`src/rtl/rrat_commit_unit_if.sv`:
```
// rtl/rrat_commit_unit_if.sv - ROB commit/flush, free-list and restore stream bundle
interface rrat_commit_unit_if #(
    parameter int ARCH_W = 5,
    parameter int PHYS_W = 6,
    parameter int LANES  = 4
);
    logic                    commit_valid;
    logic [ARCH_W-1:0]       commit_arch;
    logic [PHYS_W-1:0]       commit_phys;
    logic                    flush;
    logic                    free_valid;
    logic [PHYS_W-1:0]       free_reg;
    logic                    restore_valid;
    logic [ARCH_W-1:0]       restore_base;
    logic [LANES*PHYS_W-1:0] restore_phys;
    logic                    restore_busy;
    logic                    restore_done;

    modport master (
        output commit_valid, commit_arch, commit_phys, flush,
        input  free_valid, free_reg, restore_valid, restore_base, restore_phys,
               restore_busy, restore_done
    );

    modport slave (
        input  commit_valid, commit_arch, commit_phys, flush,
        output free_valid, free_reg, restore_valid, restore_base, restore_phys,
               restore_busy, restore_done
    );
endinterface

```
`src/rtl/rrat_commit_unit.sv`:
```
// rtl/rrat_commit_unit.sv - retirement RAT with free-list return and flush restore stream
module rrat_commit_unit #(
    parameter int NUM_ARCH = 32,
    parameter int PHYS_W   = 6,
    parameter int LANES    = 4
) (
    input  logic                       clk,
    input  logic                       reset,
    rrat_commit_unit_if.slave          bus,
    output logic [NUM_ARCH*PHYS_W-1:0] rrat_map,
    output logic                       protocol_err
);
    localparam int ARCH_W = $clog2(NUM_ARCH);

    localparam logic [1:0] IDLE    = 2'd0;
    localparam logic [1:0] RESTORE = 2'd1;
    localparam logic [1:0] DONE    = 2'd2;

    logic [PHYS_W-1:0] map_q  [NUM_ARCH];
    logic [PHYS_W-1:0] map_d  [NUM_ARCH];
    logic [PHYS_W-1:0] snap_q [NUM_ARCH];
    logic [1:0]        state_q;
    logic [ARCH_W-1:0] base_q;
    logic              free_valid_q;
    logic [PHYS_W-1:0] free_reg_q;

    logic              commit_hit;
    logic [PHYS_W-1:0] old_phys;
    logic              same_phys;
    logic              do_write;

    // Arch 0 is hardwired, and re-committing the mapped phys would free a live register.
    assign commit_hit = bus.commit_valid && (bus.commit_arch != '0);
    assign old_phys   = map_q[bus.commit_arch];
    assign same_phys  = commit_hit && (bus.commit_phys == old_phys);
    assign do_write   = commit_hit && !same_phys;

    // Next map with this cycle's commit applied, so a same-cycle flush snapshots it.
    always_comb begin
        map_d = map_q;
        if (do_write) begin
            map_d[bus.commit_arch] = bus.commit_phys;
        end
    end

    // Committed map register; reset to the identity mapping.
    always_ff @(posedge clk) begin
        if (reset) begin
            for (int i = 0; i < NUM_ARCH; i++) begin
                map_q[i] <= PHYS_W'(i);
            end
        end else begin
            map_q <= map_d;
        end
    end

    // Superseded phys goes back to the free list one cycle after the commit.
    always_ff @(posedge clk) begin
        if (reset) begin
            free_valid_q <= 1'b0;
            free_reg_q   <= '0;
        end else begin
            free_valid_q <= do_write;
            free_reg_q   <= old_phys;
        end
    end

    // Sticky error: redundant commit, or any commit while the ROB should be empty.
    always_ff @(posedge clk) begin
        if (reset) begin
            protocol_err <= 1'b0;
        end else if (same_phys || (bus.commit_valid && state_q == RESTORE)) begin
            protocol_err <= 1'b1;
        end
    end

    // Restore sequencer: snapshot on flush, walk the snapshot LANES entries per beat.
    always_ff @(posedge clk) begin
        if (reset) begin
            state_q <= IDLE;
            base_q  <= '0;
            for (int i = 0; i < NUM_ARCH; i++) begin
                snap_q[i] <= '0;
            end
        end else if (bus.flush) begin
            state_q <= RESTORE;
            base_q  <= '0;
            snap_q  <= map_d;
        end else begin
            case (state_q)
                RESTORE: begin
                    if (base_q == ARCH_W'(NUM_ARCH - LANES)) begin
                        state_q <= DONE;
                        base_q  <= '0;
                    end else begin
                        base_q <= base_q + ARCH_W'(LANES);
                    end
                end
                DONE:    state_q <= IDLE;
                default: state_q <= IDLE;
            endcase
        end
    end

    assign bus.free_valid    = free_valid_q;
    assign bus.free_reg      = free_reg_q;
    assign bus.restore_valid = (state_q == RESTORE);
    assign bus.restore_busy  = (state_q == RESTORE);
    assign bus.restore_done  = (state_q == DONE);
    assign bus.restore_base  = (state_q == RESTORE) ? base_q : '0;

    // Beat lanes read from the snapshot; zero outside RESTORE.
    always_comb begin
        bus.restore_phys = '0;
        if (state_q == RESTORE) begin
            for (int k = 0; k < LANES; k++) begin
                bus.restore_phys[k*PHYS_W +: PHYS_W] = snap_q[base_q + ARCH_W'(k)];
            end
        end
    end

    // Flattened live map for rename and debug.
    always_comb begin
        rrat_map = '0;
        for (int i = 0; i < NUM_ARCH; i++) begin
            rrat_map[i*PHYS_W +: PHYS_W] = map_q[i];
        end
    end
endmodule

```
`src/flat_wrapper.sv`:
```
// flat-port wrapper written by rule: the top's interface ports become plain ports
module rrat_commit_unit_flat 
#(
    parameter int NUM_ARCH = 32,
    parameter int PHYS_W   = 6,
    parameter int LANES    = 4
)
  (clk, reset, rrat_map, protocol_err, bus_commit_valid, bus_commit_arch, bus_commit_phys, bus_flush, bus_free_valid, bus_free_reg, bus_restore_valid, bus_restore_base, bus_restore_phys, bus_restore_busy, bus_restore_done);
  rrat_commit_unit_if #(.ARCH_W(5), .PHYS_W(PHYS_W), .LANES(LANES)) bus_i ();
  input  logic clk;
  input  logic reset;
  output logic [NUM_ARCH*PHYS_W-1:0] rrat_map;
  output logic protocol_err;
  input wire logic [$bits(bus_i.commit_valid)-1:0] bus_commit_valid;
  input wire logic [$bits(bus_i.commit_arch)-1:0] bus_commit_arch;
  input wire logic [$bits(bus_i.commit_phys)-1:0] bus_commit_phys;
  input wire logic [$bits(bus_i.flush)-1:0] bus_flush;
  output wire logic [$bits(bus_i.free_valid)-1:0] bus_free_valid;
  output wire logic [$bits(bus_i.free_reg)-1:0] bus_free_reg;
  output wire logic [$bits(bus_i.restore_valid)-1:0] bus_restore_valid;
  output wire logic [$bits(bus_i.restore_base)-1:0] bus_restore_base;
  output wire logic [$bits(bus_i.restore_phys)-1:0] bus_restore_phys;
  output wire logic [$bits(bus_i.restore_busy)-1:0] bus_restore_busy;
  output wire logic [$bits(bus_i.restore_done)-1:0] bus_restore_done;
  assign bus_i.commit_valid = bus_commit_valid;
  assign bus_i.commit_arch = bus_commit_arch;
  assign bus_i.commit_phys = bus_commit_phys;
  assign bus_i.flush = bus_flush;
  assign bus_free_valid = bus_i.free_valid;
  assign bus_free_reg = bus_i.free_reg;
  assign bus_restore_valid = bus_i.restore_valid;
  assign bus_restore_base = bus_i.restore_base;
  assign bus_restore_phys = bus_i.restore_phys;
  assign bus_restore_busy = bus_i.restore_busy;
  assign bus_restore_done = bus_i.restore_done;
  rrat_commit_unit #(.NUM_ARCH(NUM_ARCH), .PHYS_W(PHYS_W), .LANES(LANES)) u_core (.clk(clk), .reset(reset), .bus(bus_i), .rrat_map(rrat_map), .protocol_err(protocol_err));
endmodule
```
`config.mk`:
```
export PLATFORM = sky130hd
export DESIGN_NAME = rrat_commit_unit_flat
export DESIGN_NICKNAME = d
export VERILOG_FILES = /design/src/rtl/rrat_commit_unit_if.sv /design/src/rtl/rrat_commit_unit.sv /design/src/flat_wrapper.sv
export SDC_FILE = /design/constraint.sdc
export NUM_CORES = 1
export LEC_CHECK = 0
export CELL_PAD_IN_SITES_DETAIL_PLACEMENT = 1
export CELL_PAD_IN_SITES_GLOBAL_PLACEMENT = 2
export CORE_UTILIZATION = 38
export CTS_BUF_LIST = sky130_fd_sc_hd__clkbuf_8
export DETAILED_ROUTE_END_ITERATION = 7
export PLACE_DENSITY = 0.94
export SETUP_SLACK_MARGIN = 0.5
export SLEW_MARGIN = 20
export SYNTH_ARGS = -nofsm -noshare
export SYNTH_HDL_FRONTEND = slang
export SYNTH_SLANG_ARGS = --single-unit
```
`constraint.sdc`:
```
create_clock -name clk -period 7.4 [get_ports clk]
set_clock_uncertainty 0.1 [all_clocks]
set_input_delay 1.48 -clock clk [delete_from_list [all_inputs] [get_ports clk]]
set_output_delay 1.48 -clock clk [all_outputs]
set_load 0.01 [all_outputs]
```
Word level (Yosys, flattened, before mapping)
Index checks and enable logic that the tools add are counted.

operators by class
  add/sub/neg operators = 4
  multipliers = 0
  divide/modulo/power cells = 0
  $lt $le $gt $ge = 6
  equality and inequality tests = 5
  shift operators = 0
  muxes and demuxes = 25
  bitwise gates (word level) = 6
  reductions and logical operators = 10

operator list
  kind                 number
  $bwmux 192           1
  $mux 192             1
  $bmux 6 s5           5
  $mux 6               11
  $demux 6 s5          1
  $ge 6x6->1 const B   5
  $not 5->6            5
  $mux 24              1
  $add 5x2->5 const B  2
  $mux 5               2
  $eq 6x6->1           1
  $lt 6x1->1 const B   1
  $add 5x1->5 const B  1
  $add 5x3->5 const B  1
  $eq 5x5->1 const B   1
  $logic_and 1x1->1    5
  $reduce_bool 5->1    1
  $mux 1               3
  $ne 3x2->1 const B   1
  $reduce_or 3->1      1
  $eq 2x1->1 const B   1
  $eq 2x2->1 const B   1
  $reduce_or 2->1      1
  $logic_not 1->1      1
  other kinds (2)      2

word-level totals
  register bits = 399
  bits in latches = 0
  RAM bits = 0
  bits in read-only memories = 0
  input bits = 15
  output and inout port bits = 232
  word-level logic and storage cells = 126
  memories kept = 0

Depth between registers and ports, before layout
  depth after elaboration = 9
  gate-level depth with buffers = 15
  mapped depth without buffers = 8

Worst setup path before layout
OpenSTA, ideal clock, no wires.

  path type = input to register
  from = input bus_commit_arch[0]
  to = register u_core.map_q (netlist bit u_core.rrat_map[126])
  library setup time = 0.122 ns
  arrival time = 4.385 ns
  data required time = 7.178 ns
  setup slack = 2.793 ns
  stages = 13
  buffers on the path = 5
  cell sequence = buf_2 -> buf_6 -> buf_2 -> mux2i_1 -> o22ai_1 -> or4_1 -> o21a_1 -> o22ai_4 -> or3_1 -> buf_2 -> buf_2 -> nand3_1 -> a221o_1

on the way
  longest elaborated chain between the ends = 9
  elaborated cells on any way between the ends = 17
  classes of those cells = order compare: 2; eq/ne: 1; mux: 7; bitwise: 1; reduce/logical: 6

RTL lines
  item                                       RTL line                                        text
  start: declaration                         flat_wrapper.sv:15                              input wire logic [$bits(bus_i.commit_arch)-1:0] bus_commit_arch;
  $not 5->6 (implied by the code)            rrat_commit_unit.sv:34, rrat_commit_unit.sv:42
  $bmux 6 s5                                 rrat_commit_unit.sv:34                          assign old_phys = map_q[bus.commit_arch];
  $mux 6 (implied by the code) (2 in a row)  rrat_commit_unit.sv:34
  $eq 6x6->1                                 rrat_commit_unit.sv:35                          assign same_phys = commit_hit && (bus.commit_phys == old_phys);
  $logic_and 1x1->1                          rrat_commit_unit.sv:35
  $logic_not 1->1                            rrat_commit_unit.sv:36                          assign do_write = commit_hit && !same_phys;
  $logic_and 1x1->1                          rrat_commit_unit.sv:36
  $mux 192 (*)                               rrat_commit_unit.sv:41                          if (do_write) begin
  end signal: indexed assignment             rrat_commit_unit.sv:50                          map_q[i] <= PHYS_W'(i);
  end signal: assignment                     rrat_commit_unit.sv:53                          map_q <= map_d;
  end: declaration                           rrat_commit_unit.sv:19                          logic [PHYS_W-1:0] map_q [NUM_ARCH];

Mark *: on every way between the ends. The rest lies on a longest branch, timed or not. The select of a mux whose other input is x is not followed.
A chain may end at the register's enable or synchronous reset.

Final worst setup path
  from = input bus_commit_arch[3]
  to = register u_core.snap_q[128] (netlist bit)

on the way
  longest elaborated chain between the ends = 9
  elaborated cells on any way between the ends = 17
  classes of those cells = order compare: 2; eq/ne: 1; mux: 7; bitwise: 1; reduce/logical: 6

RTL lines
  item                                       RTL line                                        text
  $not 5->6 (implied by the code)            rrat_commit_unit.sv:34, rrat_commit_unit.sv:42
  $bmux 6 s5                                 rrat_commit_unit.sv:34
  $mux 6 (implied by the code) (2 in a row)  rrat_commit_unit.sv:34
  $eq 6x6->1                                 rrat_commit_unit.sv:35
  $logic_and 1x1->1                          rrat_commit_unit.sv:35
  $logic_not 1->1                            rrat_commit_unit.sv:36
  $logic_and 1x1->1                          rrat_commit_unit.sv:36
  $mux 192 (*)                               rrat_commit_unit.sv:41
  end signal: assignment                     rrat_commit_unit.sv:88                          snap_q <= map_d;
  end: declaration                           rrat_commit_unit.sv:21                          logic [PHYS_W-1:0] snap_q [NUM_ARCH];

Marked as above.

==> implementation parameters <==
Parameter                              Value

Status
  Run status ... finished, violations left
  Violated checks ... design-rule violations

Drt
  Detailed-router iteration count before antenna repair ... 7
  Final WL ... 87100 µm
  Average wire per standard cell ... 31.2 µm
  Count of routing violations after the opening detailed-route iteration ... 2396
  Detailed-route vias per instance ... 6.65
  Detailed-route DRC error count ... 17
  Vias ... 18600
  Antenna viol nets, final ... 0

Worst setup path
  Cell family contributing the most delay on the critical path ... compound AO/OA/AOI/OAI gates
  Required time at the worst-slack endpoint ... 7850 ps
  Arrival time at the worst endpoint ... 6420 ps
  Worst Path Max Fanout ... 25
  Crit-path most repeated cell ... sky130_fd_sc_hd__o21ai_0
  Worst Setup Start Kind ... primary input
  Critical path class ... in -> reg
  List of cells traversed by the critical path ... clkdlybuf4s50_1 -> nand4b_1 -> o22ai_1 -> or4_1 -> o21ai_0 -> nand4_1 -> o31ai_4 -> buf_4 -> o21ai_0 -> a311oi_1
  R2R Setup Slk ... 3190 ps
  Crit path capture type ... register
  Critical path's slowest cell ... sky130_fd_sc_hd__o31ai_4
  WP buf/inv ... 2
  Worst path max stage delay ... 1000 ps

Power
  Sw Share ... 28.6%
  Switching pwr ... 1380 µW
  Clock share of power ... 42.2%
  Highest ir drop seen on vdd ... 0.000117 V
  Reg power frac ... 47.0%
  Ratio of total power to cell area ... 218 nW/µm²
  Combinational cell fraction of total power ... 10.8%
  Design internal power ... 3450 µW
  Lkg Pwr ... 0.00766 µW

Cells and area
  Filler cell count in the final layout ... 5352
  Commonest non-fill, non-tap cell in the layout ... sky130_fd_sc_hd__dfxtp_1
  Diode insertion count for antenna repair ... 0
  Final nets ... 2157
  Area added between synthesis and finish ... 22.7%
  Fraction of layout instances using a drive strength above 1 ... 10.2%
  Top library cells by usage in the layout, fill and taps aside ... sky130_fd_sc_hd__dfxtp_1, sky130_fd_sc_hd__nor2_1, sky130_fd_sc_hd__clkdlybuf4s50_1

Global routing
  Congestion Overflow GR ... 0
  Maximum number of pins on one net before global-route repair ... 105
  First-pass GRT wire length ... 126000 µm
  Most Crowded Layer GR ... met2
  Fraction of met3 tracks used by global routing ... 6.92%
  Vias in the first global route ... 18500
  Met1 demand-to-capacity share in global routing ... 47.8%
  Initial antenna violation count ... 2
  Met2 usage in global routing ... 55.1%
  Overall Global Routing Usage ... 35.6%

Clock tree
  Sinks on the clock net ... 397
  Clock latency of the later-clocked register in the worst-skew pair ... 670 ps
  Clock tree from TritonCTS ... done
  Number of buffers added by the clock tree synthesis step ... 70
  H-tree depth ... 3
  Buffer cell driving the clock tree root ... sky130_fd_sc_hd__clkbuf_8
  CTS clock-pin slew for the worst setup and hold paths ... 60 ps
  Post-CTS sizing ... 0
  Post-cts hold buffer count ... 0
  Post-CTS Setup Repair Bufs ... 0
  Max Buffers Root-to-Sink ... 3

Synth
  Yosys top cell by area ... sky130_fd_sc_hd__dfxtp_1
  Yosys reg bits ... 397
  Post-synthesis area per instance ... 9.09 µm²
  Gate count of the mapped netlist ... 1987
  Synth cell types ... 52
  Combined area of all synthesized cells ... 18100 µm²
  Ys flop type ... sky130_fd_sc_hd__dfxtp_1
  Total of warnings raised by yosys ... 0
  Dominant cells by area after synthesis ... sky130_fd_sc_hd__dfxtp_1, sky130_fd_sc_hd__a311oi_1, sky130_fd_sc_hd__mux4_2
  Share of synthesized flip-flops with an asynchronous set or reset ... 0%
  Register area share after synthesis ... 44.0%
  Count of flip-flops with a built-in enable after synthesis ... 0
  Fraction of synthesized cell area taken by the top area cell type ... 44.0%

Timing
  Number of hold violations in the final report ... 0
  Maximum achievable frequency ... 168 MHz
  Transition at the pin with the smallest max-transition slack ... 1180 ps
  Minimum clock period ... 5960 ps
  Number of max-slew violations in the final report ... 0
  Worst Setup Slack, final ... 1440 ps
  Setup-violating endpoint count in the final report ... 0
  Final-layout setup total negative slack ... 0 ps
  Worst slew margin relative to its limit ... 20.8%
  RSZ-0062 raised after global routing ... no
  Fin crit share ... 80.6%

Floorplan
  Area of the placeable core ... 46800 µm²
  Num rows ... 79
  Total Die Area ... 48400 µm²
  Effective utilization at floorplan ... 38.6%
  Number of primary I/O pins ... 247
  Die span in x ... 220 µm
  Vertical extent of the die ... 220 µm

Placed design
  Setup WS pre-CTS ... 879 ps
  Detailed-placement wirelength estimate ... 59800 µm
  Number of buffer cells added on primary ports ... 244
  GP Congestion ... 0.987

Worst hold path
  Path class of the lowest-slack min-delay path ... reg -> reg

Run
  Max-cap violations ... 0
layout make-up:
class	count	area, µm²	share of cell area (%)
Sequential cell	397	7950	35.9
Tap cell	607	759	3.43
Clock inverter	37	213	0.959
Clock buffer	82	1130	5.09
Inverter	21	80.1	0.361
Timing Repair Buffer	286	2790	12.6
Multi-Input combinational cell	1363	9250	41.7
power groups by stage:
stage / Sequential (µW) / Combinational [µW] / Clock (µW)
3_3_place_gp: 2310 / 499 / 0
4_1_cts: 2270 / 511 / 2050
6_report: 2270 / 524 / 2040
5_1_grt: 2280 / 548 / 2150
3_5_place_dp: 2320 / 509 / 0
2_1_floorplan: 2290 / 310 / 0
per-stage QoR:
step	total power (µW)	util, %	instance area (µm²)	std cells	hold WS [ps]
floorplan	2600	-	18100	1988	327
global placement	2810	44.6	20800	2674	360
global route	4970	47.4	22200	2793	393
detailed placement	2820	44.6	20800	2674	359
finish	4840	47.4	22200	2793	384
CTS	4830	47.4	22200	2793	376
tightest hold or removal path, cell delays in order, from the launching register on:
cell and delay (ps):
sky130_fd_sc_hd__dfxtp_1 310, sky130_fd_sc_hd__nor2_1 80, sky130_fd_sc_hd__a311oi_1 50
layer usage:
| layer | vias to the layer above | share of wire, % |
|---|---|---|
| met5 | - | 0.015 |
| met3 | 201 | 8.9 |
| li1 | 7835 | - |
| met2 | 1075 | 45 |
| met1 | 9466 | 42 |
| met4 | 2 | 4.0 |
cells by family after synthesis:
group | Yosys count | synth area share, %
and+or+nand+nor | 621 | 16.2
AOI/OAI and AO/OA | 565 | 21.2
DFF | 397 | 44.0
buffers and inverters | 228 | 5.18
muxes | 172 | 13.2
adders and majority gates | 3 | 0.208
other | 1 | 0.0208
final timing paths:
path,start,end,depth (start not counted)
max,bus_commit_arch[3],u_core.snap_q[128]$_SDFFE_PP0P_,10
min,u_core.snap_q[77]$_SDFFE_PP0P_,u_core.snap_q[77]$_SDFFE_PP0P_,2
max reg2reg,u_core.rrat_map[114]$_SDFF_PP1_,u_core.snap_q[159]$_SDFFE_PP0P_,9
min reg2reg,u_core.snap_q[77]$_SDFFE_PP0P_,u_core.snap_q[77]$_SDFFE_PP0P_,2
cell usage after synthesis, types with 2 or more instances:
master                      count
sky130_fd_sc_hd__nand2_1       33
sky130_fd_sc_hd__nand3_1      232
sky130_fd_sc_hd__a211oi_1       7
sky130_fd_sc_hd__mux2_2         8
sky130_fd_sc_hd__and2_1         8
sky130_fd_sc_hd__a21oi_1      105
sky130_fd_sc_hd__ha_1           3
sky130_fd_sc_hd__nand2b_1       6
sky130_fd_sc_hd__a31oi_1        9
sky130_fd_sc_hd__nor2_1       255
sky130_fd_sc_hd__or4_1         11
sky130_fd_sc_hd__nor3_1        12
sky130_fd_sc_hd__buf_2         40
sky130_fd_sc_hd__o31ai_1        8
sky130_fd_sc_hd__nand4b_1       4
sky130_fd_sc_hd__buf_1         19
sky130_fd_sc_hd__buf_6          2
sky130_fd_sc_hd__o21a_1         2
sky130_fd_sc_hd__or3_1         13
sky130_fd_sc_hd__o221ai_1      14
sky130_fd_sc_hd__nand4bb_1      2
sky130_fd_sc_hd__inv_1         18
sky130_fd_sc_hd__o211ai_1       3
sky130_fd_sc_hd__o311ai_0       4
sky130_fd_sc_hd__o311ai_2       5
sky130_fd_sc_hd__o22ai_1       44
sky130_fd_sc_hd__clkinv_1       2
sky130_fd_sc_hd__or2_2          3
sky130_fd_sc_hd__or4b_2         4
sky130_fd_sc_hd__mux2i_1      112
sky130_fd_sc_hd__o211a_1        6
sky130_fd_sc_hd__clkbuf_2       3
sky130_fd_sc_hd__o21ai_0      161
sky130_fd_sc_hd__o21ai_1       14
sky130_fd_sc_hd__a221o_1       16
sky130_fd_sc_hd__a311oi_1     159
sky130_fd_sc_hd__clkbuf_1     140
sky130_fd_sc_hd__dfxtp_1      397
sky130_fd_sc_hd__a32o_1         5
sky130_fd_sc_hd__nor2b_1       11
sky130_fd_sc_hd__mux4_2        52
sky130_fd_sc_hd__or4bb_1        4
sky130_fd_sc_hd__nand4_1       20
sky130_fd_sc_hd__buf_4          3
(Power assumes the default switching activity.)
